===== config.mk =====
export PLATFORM = sky130hd
export DESIGN_NAME = alu_issue_ctrl
export DESIGN_NICKNAME = d
export VERILOG_FILES = /design/src/rtl/alu_pkg.sv /design/src/rtl/alu_mul_seq.sv /design/src/rtl/alu_issue_ctrl.sv
export SDC_FILE = /design/constraint.sdc
export NUM_CORES = 2
export LEC_CHECK = 0
export ABC_AREA = 1
export BUFFER_PORTS_ARGS = -buffer_cell sky130_fd_sc_hd__buf_2
export CORE_ASPECT_RATIO = 1.25
export CORE_MARGIN = 2
export CORE_UTILIZATION = 60
export CTS_CLUSTER_DIAMETER = 40
export DETAILED_ROUTE_END_ITERATION = 12
export PLACE_DENSITY = 0.79
export SYNTH_ARGS = -nofsm -noshare
export SYNTH_HDL_FRONTEND = slang
export SYNTH_SLANG_ARGS = --single-unit

===== constraint.sdc =====
create_clock -name clk -period 11.15 [get_ports clk]
set_clock_uncertainty 0.15 [all_clocks]
set_input_delay 2.23 -clock clk [delete_from_list [all_inputs] [get_ports clk]]
set_output_delay 2.23 -clock clk [all_outputs]
set_load 0.03 [all_outputs]

===== src/rtl/alu_pkg.sv =====
// Shared opcodes, controller state encoding and result flag bundle
// for the ALU issue controller.
package alu_pkg;

  localparam logic [7:0] OP_ADD      = 8'h00;
  localparam logic [7:0] OP_SUB      = 8'h01;
  localparam logic [7:0] OP_MUL      = 8'h02;
  localparam logic [7:0] OP_LDB      = 8'h10;
  localparam logic [7:0] OP_LDW      = 8'h11;
  localparam logic [7:0] OP_STB      = 8'h12;
  localparam logic [7:0] OP_STW      = 8'h13;
  localparam logic [7:0] OP_MOV      = 8'h14;
  localparam logic [7:0] OP_BEQ      = 8'h30;
  localparam logic [7:0] OP_JUMP     = 8'h31;
  localparam logic [7:0] OP_TLBWRITE = 8'h32;
  localparam logic [7:0] OP_IRET     = 8'h33;

  localparam int CNT_W = 4;

  typedef enum logic [1:0] {
    ST_IDLE = 2'd0,
    ST_MUL  = 2'd1,
    ST_RESP = 2'd2
  } state_e;

  typedef struct packed {
    logic mem;
    logic br;
    logic sys;
    logic ill;
  } rsp_flags_t;

  function automatic logic is_mem_op(input logic [7:0] op);
    return op[7:2] == 6'b000100;
  endfunction

endpackage


===== src/rtl/alu_mul_seq.sv =====
// Multi-cycle multiply sequencer: latches operands on start and
// raises done on the cycle the countdown reaches zero.
module alu_mul_seq
  import alu_pkg::*;
#(
  parameter int DATA_W = 32,
  parameter int LAT    = 3
) (
  input  logic              clk,
  input  logic              rst_n,
  input  logic              flush_i,
  input  logic              start_i,
  input  logic [DATA_W-1:0] a_i,
  input  logic [DATA_W-1:0] b_i,
  output logic              done_o,
  output logic [DATA_W-1:0] prod_o
);

  logic              busy_q;
  logic [CNT_W-1:0]  cnt_q;
  logic [DATA_W-1:0] a_q;
  logic [DATA_W-1:0] b_q;

  // done marks the edge on which the counter steps from 1 to 0
  assign done_o = busy_q && (cnt_q == CNT_W'(1));
  assign prod_o = a_q * b_q;

  always_ff @(posedge clk or negedge rst_n) begin
    if (!rst_n) begin
      busy_q <= 1'b0;
      cnt_q  <= '0;
      a_q    <= '0;
      b_q    <= '0;
    end else if (flush_i) begin
      busy_q <= 1'b0;
      cnt_q  <= '0;
    end else if (start_i) begin
      busy_q <= 1'b1;
      cnt_q  <= CNT_W'(LAT - 1);
      a_q    <= a_i;
      b_q    <= b_i;
    end else if (busy_q) begin
      cnt_q <= cnt_q - CNT_W'(1);
      if (done_o) busy_q <= 1'b0;
    end
  end

endmodule


===== src/rtl/alu_issue_ctrl.sv =====
// ALU issue controller: one instruction in flight, registered result.
// Perf counters are built only with ALU_ISSUE_PERF_EN defined.
module alu_issue_ctrl
  import alu_pkg::*;
#(
  parameter int DATA_W      = 32,
  parameter int REG_W       = 5,
  parameter int MUL_LATENCY = 3
) (
  input  logic              clk,
  input  logic              rst_n,
  input  logic              flush,
  input  logic              req_valid,
  output logic              req_ready,
  input  logic [7:0]        req_opcode,
  input  logic [DATA_W-1:0] req_src1,
  input  logic [DATA_W-1:0] req_src2,
  input  logic [REG_W-1:0]  req_dst,
  output logic              rsp_valid,
  input  logic              rsp_ready,
  output logic [DATA_W-1:0] rsp_result,
  output logic [REG_W-1:0]  rsp_dst,
  output logic              rsp_is_mem,
  output logic              rsp_br_taken,
  output logic              rsp_is_sys,
  output logic              rsp_illegal,
  output logic [31:0]       perf_issued,
  output logic [31:0]       perf_stall
);

  state_e            state_q;
  logic              valid_q;
  logic [DATA_W-1:0] result_q;
  logic [REG_W-1:0]  dst_q;
  rsp_flags_t        flags_q;

  logic              accept;
  logic              mul_start;
  logic              mul_done;
  logic [DATA_W-1:0] mul_prod;
  logic [DATA_W-1:0] result_d;
  rsp_flags_t        flags_d;

  assign req_ready = !flush &&
    (state_q == ST_IDLE ||
     (state_q == ST_RESP && rsp_ready));
  assign accept    = req_valid && req_ready;
  assign mul_start = accept && req_opcode == OP_MUL;

  alu_mul_seq #(
    .DATA_W (DATA_W),
    .LAT    (MUL_LATENCY)
  ) u_mul (
    .clk     (clk),
    .rst_n   (rst_n),
    .flush_i (flush),
    .start_i (mul_start),
    .a_i     (req_src1),
    .b_i     (req_src2),
    .done_o  (mul_done),
    .prod_o  (mul_prod)
  );

  always_comb begin
    result_d = '0;
    flags_d  = '0;
    unique case (1'b1)
      req_opcode == OP_ADD:
        result_d = req_src1 + req_src2;
      req_opcode == OP_SUB:
        result_d = req_src1 - req_src2;
      req_opcode == OP_MUL: ;
      is_mem_op(req_opcode): begin
        result_d    = req_src1 + req_src2;
        flags_d.mem = 1'b1;
      end
      req_opcode == OP_MOV:
        result_d = req_src2;
      req_opcode == OP_BEQ: begin
        result_d   = DATA_W'(req_src1 == req_src2);
        flags_d.br = req_src1 == req_src2;
      end
      req_opcode == OP_JUMP: begin
        result_d   = req_src1 + req_src2;
        flags_d.br = 1'b1;
      end
      req_opcode == OP_TLBWRITE,
      req_opcode == OP_IRET:
        flags_d.sys = 1'b1;
      default:
        flags_d.ill = 1'b1;
    endcase
  end

  always_ff @(posedge clk or negedge rst_n) begin
    if (!rst_n) begin
      state_q  <= ST_IDLE;
      valid_q  <= 1'b0;
      result_q <= '0;
      dst_q    <= '0;
      flags_q  <= '0;
    end else if (flush) begin
      state_q <= ST_IDLE;
      valid_q <= 1'b0;
    end else if (accept) begin
      dst_q <= req_dst;
      if (req_opcode == OP_MUL) begin
        state_q  <= ST_MUL;
        valid_q  <= 1'b0;
        result_q <= '0;
        flags_q  <= '0;
      end else begin
        state_q  <= ST_RESP;
        valid_q  <= 1'b1;
        result_q <= result_d;
        flags_q  <= flags_d;
      end
    end else begin
      case (state_q)
        ST_MUL: if (mul_done) begin
          state_q  <= ST_RESP;
          valid_q  <= 1'b1;
          result_q <= mul_prod;
        end
        ST_RESP: if (rsp_ready) begin
          state_q <= ST_IDLE;
          valid_q <= 1'b0;
        end
        default: ;
      endcase
    end
  end

  assign rsp_valid    = valid_q;
  assign rsp_result   = result_q;
  assign rsp_dst      = dst_q;
  assign rsp_is_mem   = flags_q.mem;
  assign rsp_br_taken = flags_q.br;
  assign rsp_is_sys   = flags_q.sys;
  assign rsp_illegal  = flags_q.ill;

`ifdef ALU_ISSUE_PERF_EN
  logic [31:0] issued_q;
  logic [31:0] stall_q;

  always_ff @(posedge clk or negedge rst_n) begin
    if (!rst_n) begin
      issued_q <= '0;
      stall_q  <= '0;
    end else begin
      if (accept) issued_q <= issued_q + 32'd1;
      if (req_valid && !req_ready) stall_q <= stall_q + 32'd1;
    end
  end

  assign perf_issued = issued_q;
  assign perf_stall  = stall_q;
`else
  assign perf_issued = '0;
  assign perf_stall  = '0;
`endif

endmodule


==> results.sh <==
export IMPL_drt_iter0_markers=1678
export IMPL_stdcell_area_um2=27500
export IMPL_die_area_um2=46100
export IMPL_critPathCaptureType="flip-flop"
export IMPL_multi_input_area_um2=19400
export IMPL_synth_simple_area_share_pct=22.3
export IMPL_yosys_area_share_adder_pct=39.7
export IMPL_cts_tree="done"
export IMPL_finalSetupTns_ns=0
export IMPL_max_freq_mhz=129
export IMPL_yosys_area_top_type="fa_1"
export IMPL_core_um2=44000
export IMPL_worstPathRequired_ns=11.26
export IMPL_post_cts_buffers=0
export IMPL_max_stage_delay_ns=1.12
export IMPL_ctsHoldBuffers=0
export IMPL_num_rows=86
export IMPL_cts_sinks=112
export IMPL_crit_family="adder cells"
export IMPL_grt_max_degree=97
export IMPL_grtUsageTotal_pct=37.1
export IMPL_cts_htree_levels=3
export IMPL_setup_ws_ns=3.41
export IMPL_hold_path_class="reg -> reg"
export IMPL_die_y_um=240
export IMPL_ir_worst_vdd_mv=0.0909
export IMPL_wl_per_cell_um=18.7
export IMPL_place_hpwl_um=67600
export IMPL_cp_cell_sequence="nand2_1, fa_1, fa_1, fa_1, inv_1, fa_1, fa_1, fa_1, fa_1, fa_1, ha_1, a21oi_1, o21ai_0, a211oi_1, o211ai_1, or2_2, nand3_1, nand2_1, a21oi_1, nor2_1"
export IMPL_place_area_um2=27300
export IMPL_seq_area_frac_synth_pct=10.5
export IMPL_antenna_cells=0
export IMPL_clkLatencyLatePin_ns=0.37
export IMPL_syn_to_final_growth_pct=3.32
export IMPL_async_reset_ff_share_pct=100
export IMPL_die_w_um=193
export IMPL_finalWirelength_um=81400
export IMPL_min_period_ns=7.74
export IMPL_synth_compound_area_share_pct=8.57
export IMPL_synth_flop_cell="dfrtp_1"
export IMPL_ctsResizeCount=0
export IMPL_routabilityCongestion=1.02
export IMPL_io_pins=189
export IMPL_start_kind="flip-flop"
export IMPL_grt_pass1_wl_um=130000
export IMPL_crit_buf_inv=1
export IMPL_finalSetupViolCount=0
export IMPL_synth_xor_area_share_pct=1.12
export IMPL_nets=4459
export IMPL_grt_pass1_vias=24200
export IMPL_drv_cap=0
export IMPL_muxShareOfSynthArea_pct=0
export IMPL_total_power_mw=1.37
export IMPL_outcome="finished clean"
export IMPL_grt_setup_unrepaired="false"
export IMPL_path_clk_slew_ns=0.08
export IMPL_max_slew_margin_pct=20.2
export IMPL_drt_pass1_iterations=8
export IMPL_fillerInstances=4090
export IMPL_critical_path_class="reg -> reg"
export IMPL_worst_slew_pin_slew_ns=1.19
export IMPL_synth_top_family_by_area="adder cells"
export IMPL_timing_rr_start="u_mul.b_q[8]$_DFFE_PN0P_"
export IMPL_crit_path_max_fanout=25
export IMPL_yosysWarnings=0
export IMPL_final_antenna_net_count=0
export IMPL_power_density_nw_per_um2=49.9
export IMPL_synth_edf_count=0
export IMPL_finalCritPeriodShare_pct=69.4
export IMPL_drcViolationCount=0
export IMPL_antenna_found_initial=0
export IMPL_cts_root_buf="clkbuf_16"
export IMPL_critPathMostFrequentCell="fa_1"
export IMPL_vias=23600
export IMPL_syn_inst=3781
export IMPL_clockBufferDepth=2
export IMPL_critPathLaunch="u_mul.b_q[8]$_DFFE_PN0P_"
export IMPL_hp_start="rsp_dst[1]$_DFFE_PN0P_"
export IMPL_gr_total_overflow=0
export IMPL_pre_cts_ws_ns=3.55
export IMPL_initial_utilization_pct=60.6
export IMPL_synth_top_area_share_pct=30.8
export IMPL_drv_slew=0
export IMPL_drive_above_1_share_pct=6.16
export IMPL_seqCellArea_um2=2800
export IMPL_syn_avg_cell_area_um2=7.05
export IMPL_synth_seq_cells=112
export IMPL_hold_viol_final=0
export IMPL_drt_vias_per_instance=5.43
export IMPL_p_leak_nw=16.8
export IMPL_cts_buffers=9
export IMPL_syn_area_um2=26700
export IMPL_portBuffers=124
export IMPL_synth_area_top_cells="fa_1 (31%), nand2_1 (15%), inv_1 (13%)"
export IMPL_critPathSlowestCell="dfrtp_1"
export IMPL_synth_distinct_cells=57
export IMPL_worst_ep_arrival_time_ns=7.85
==> layer usage <==
layer / wire length [µm] / track usage (%) / vias to the layer above
met1: 31000 / 45.9 / 11300
met2: 39000 / 62.3 / 1038
li1: - / - / 11000
met3: 5650 / 3.85 / 237
met4: 5710 / 22.7 / 0
met5: 0 / 0 / -
==> placed cells by master, fill, tap and decap left out, types with 7 or more instances in the layout <==
| master | count |
|---|---|
| a21o_1 | 12 |
| buf_4 | 26 |
| inv_2 | 14 |
| nand2_2 | 11 |
| ha_1 | 190 |
| nor3_1 | 20 |
| or2_2 | 14 |
| dfrtp_1 | 112 |
| a21oi_1 | 142 |
| a21oi_2 | 9 |
| xnor2_1 | 12 |
| o21ai_0 | 121 |
| a31oi_1 | 15 |
| o211ai_1 | 22 |
| nand3_1 | 139 |
| nand4_1 | 19 |
| fa_1 | 410 |
| o21bai_1 | 11 |
| buf_2 | 123 |
| nand2_1 | 1079 |
| conb_1 | 64 |
| clkbuf_16 | 9 |
| xor2_1 | 22 |
| nand3b_1 | 8 |
| inv_1 | 928 |
| nor2_2 | 7 |
| o21ai_1 | 16 |
| nor2_1 | 159 |
==> through the flow <==
stage          hold WS (ns)  cells  utilization [%]
2_1_floorplan         0.299   3844                -
3_3_place_gp          0.311   4338             61.9
3_5_place_dp          0.312   4338             61.9
4_1_cts               0.334   4354             62.6
5_1_grt               0.353   4354             62.6
6_report              0.334   4354             62.6
==> final cells by class <==
| type | count | area share [%] |
|---|---|---|
| clock inverter | 6 | 0.227 |
| inverter | 944 | 12.9 |
| clock buffer | 10 | 0.831 |
| tap | 572 | 2.60 |
| sequential | 112 | 10.2 |
| timing repair buffer | 149 | 2.94 |
| multi-input combinational | 2561 | 70.4 |
==> worst reg2reg max path: cells and delay by family (launching register included) <==
| family | cells | cell delay (ns) |
|---|---|---|
| AOI/OAI and AO/OA | 5 | 1.14 |
| adders and majority gates | 9 | 4.47 |
| buffers and inverters | 1 | 0.07 |
| DFF | 1 | 1.12 |
| and+or+nand+nor | 5 | 0.71 |
==> registers in the layout, indices dropped and copies added (netlist names) <==
name	flops
rsp_result	32
u_mul.a_q	32
u_mul.b_q	32
rsp_dst	5
u_mul.cnt_q	4
state_q	2
rsp_br_taken	1
rsp_illegal	1
rsp_is_mem	1
rsp_is_sys	1
u_mul.busy_q	1
==> synth_stat cells (all sizes together), types with 6 or more instances <==
| library cell | number |
|---|---|
| a21o | 12 |
| a21oi | 152 |
| a31oi | 17 |
| buf | 135 |
| clkbuf | 92 |
| dfrtp | 112 |
| fa | 410 |
| ha | 190 |
| inv | 942 |
| nand2 | 1090 |
| nand3 | 141 |
| nand3b | 8 |
| nand4 | 19 |
| nor2 | 166 |
| nor3 | 20 |
| nor4 | 7 |
| o211ai | 23 |
| o21a | 6 |
| o21ai | 140 |
| o21bai | 12 |
| or2 | 21 |
| xnor2 | 12 |
| xor2 | 22 |
==> final timing paths <==
check | endpoint | depth (start not counted) | slack [ns]
setup / recovery | rsp_result[28]$_DFFE_PN0P_ | 20 | 3.41
hold / removal | rsp_dst[1]$_DFFE_PN0P_ | 2 | 0.33
setup reg to reg | rsp_result[28]$_DFFE_PN0P_ | 20 | 3.41
hold reg to reg | rsp_dst[1]$_DFFE_PN0P_ | 2 | 0.33
max in group asynchronous | rsp_result[1]$_DFFE_PN0P_ | 2 | 7.85
min in group asynchronous | u_mul.cnt_q[2]$_DFFE_PN0P_ | 1 | 1.78
==> where the power goes <==
part | internal [mW] | total, mW | switching [mW]
clock | 0.158 | 0.321 | 0.163
sequential | 0.447 | 0.504 | 0.0570
combinational | 0.145 | 0.548 | 0.403
==> cell families after synthesis <==
kind of cell    count (synthesis)
simple gates                 1475
xor+xnor                       34
buf+inv                      1171
other cells                     1
compound gates                388
flops                         112
fa+ha+maj                     600
(Power assumes the default switching activity.)
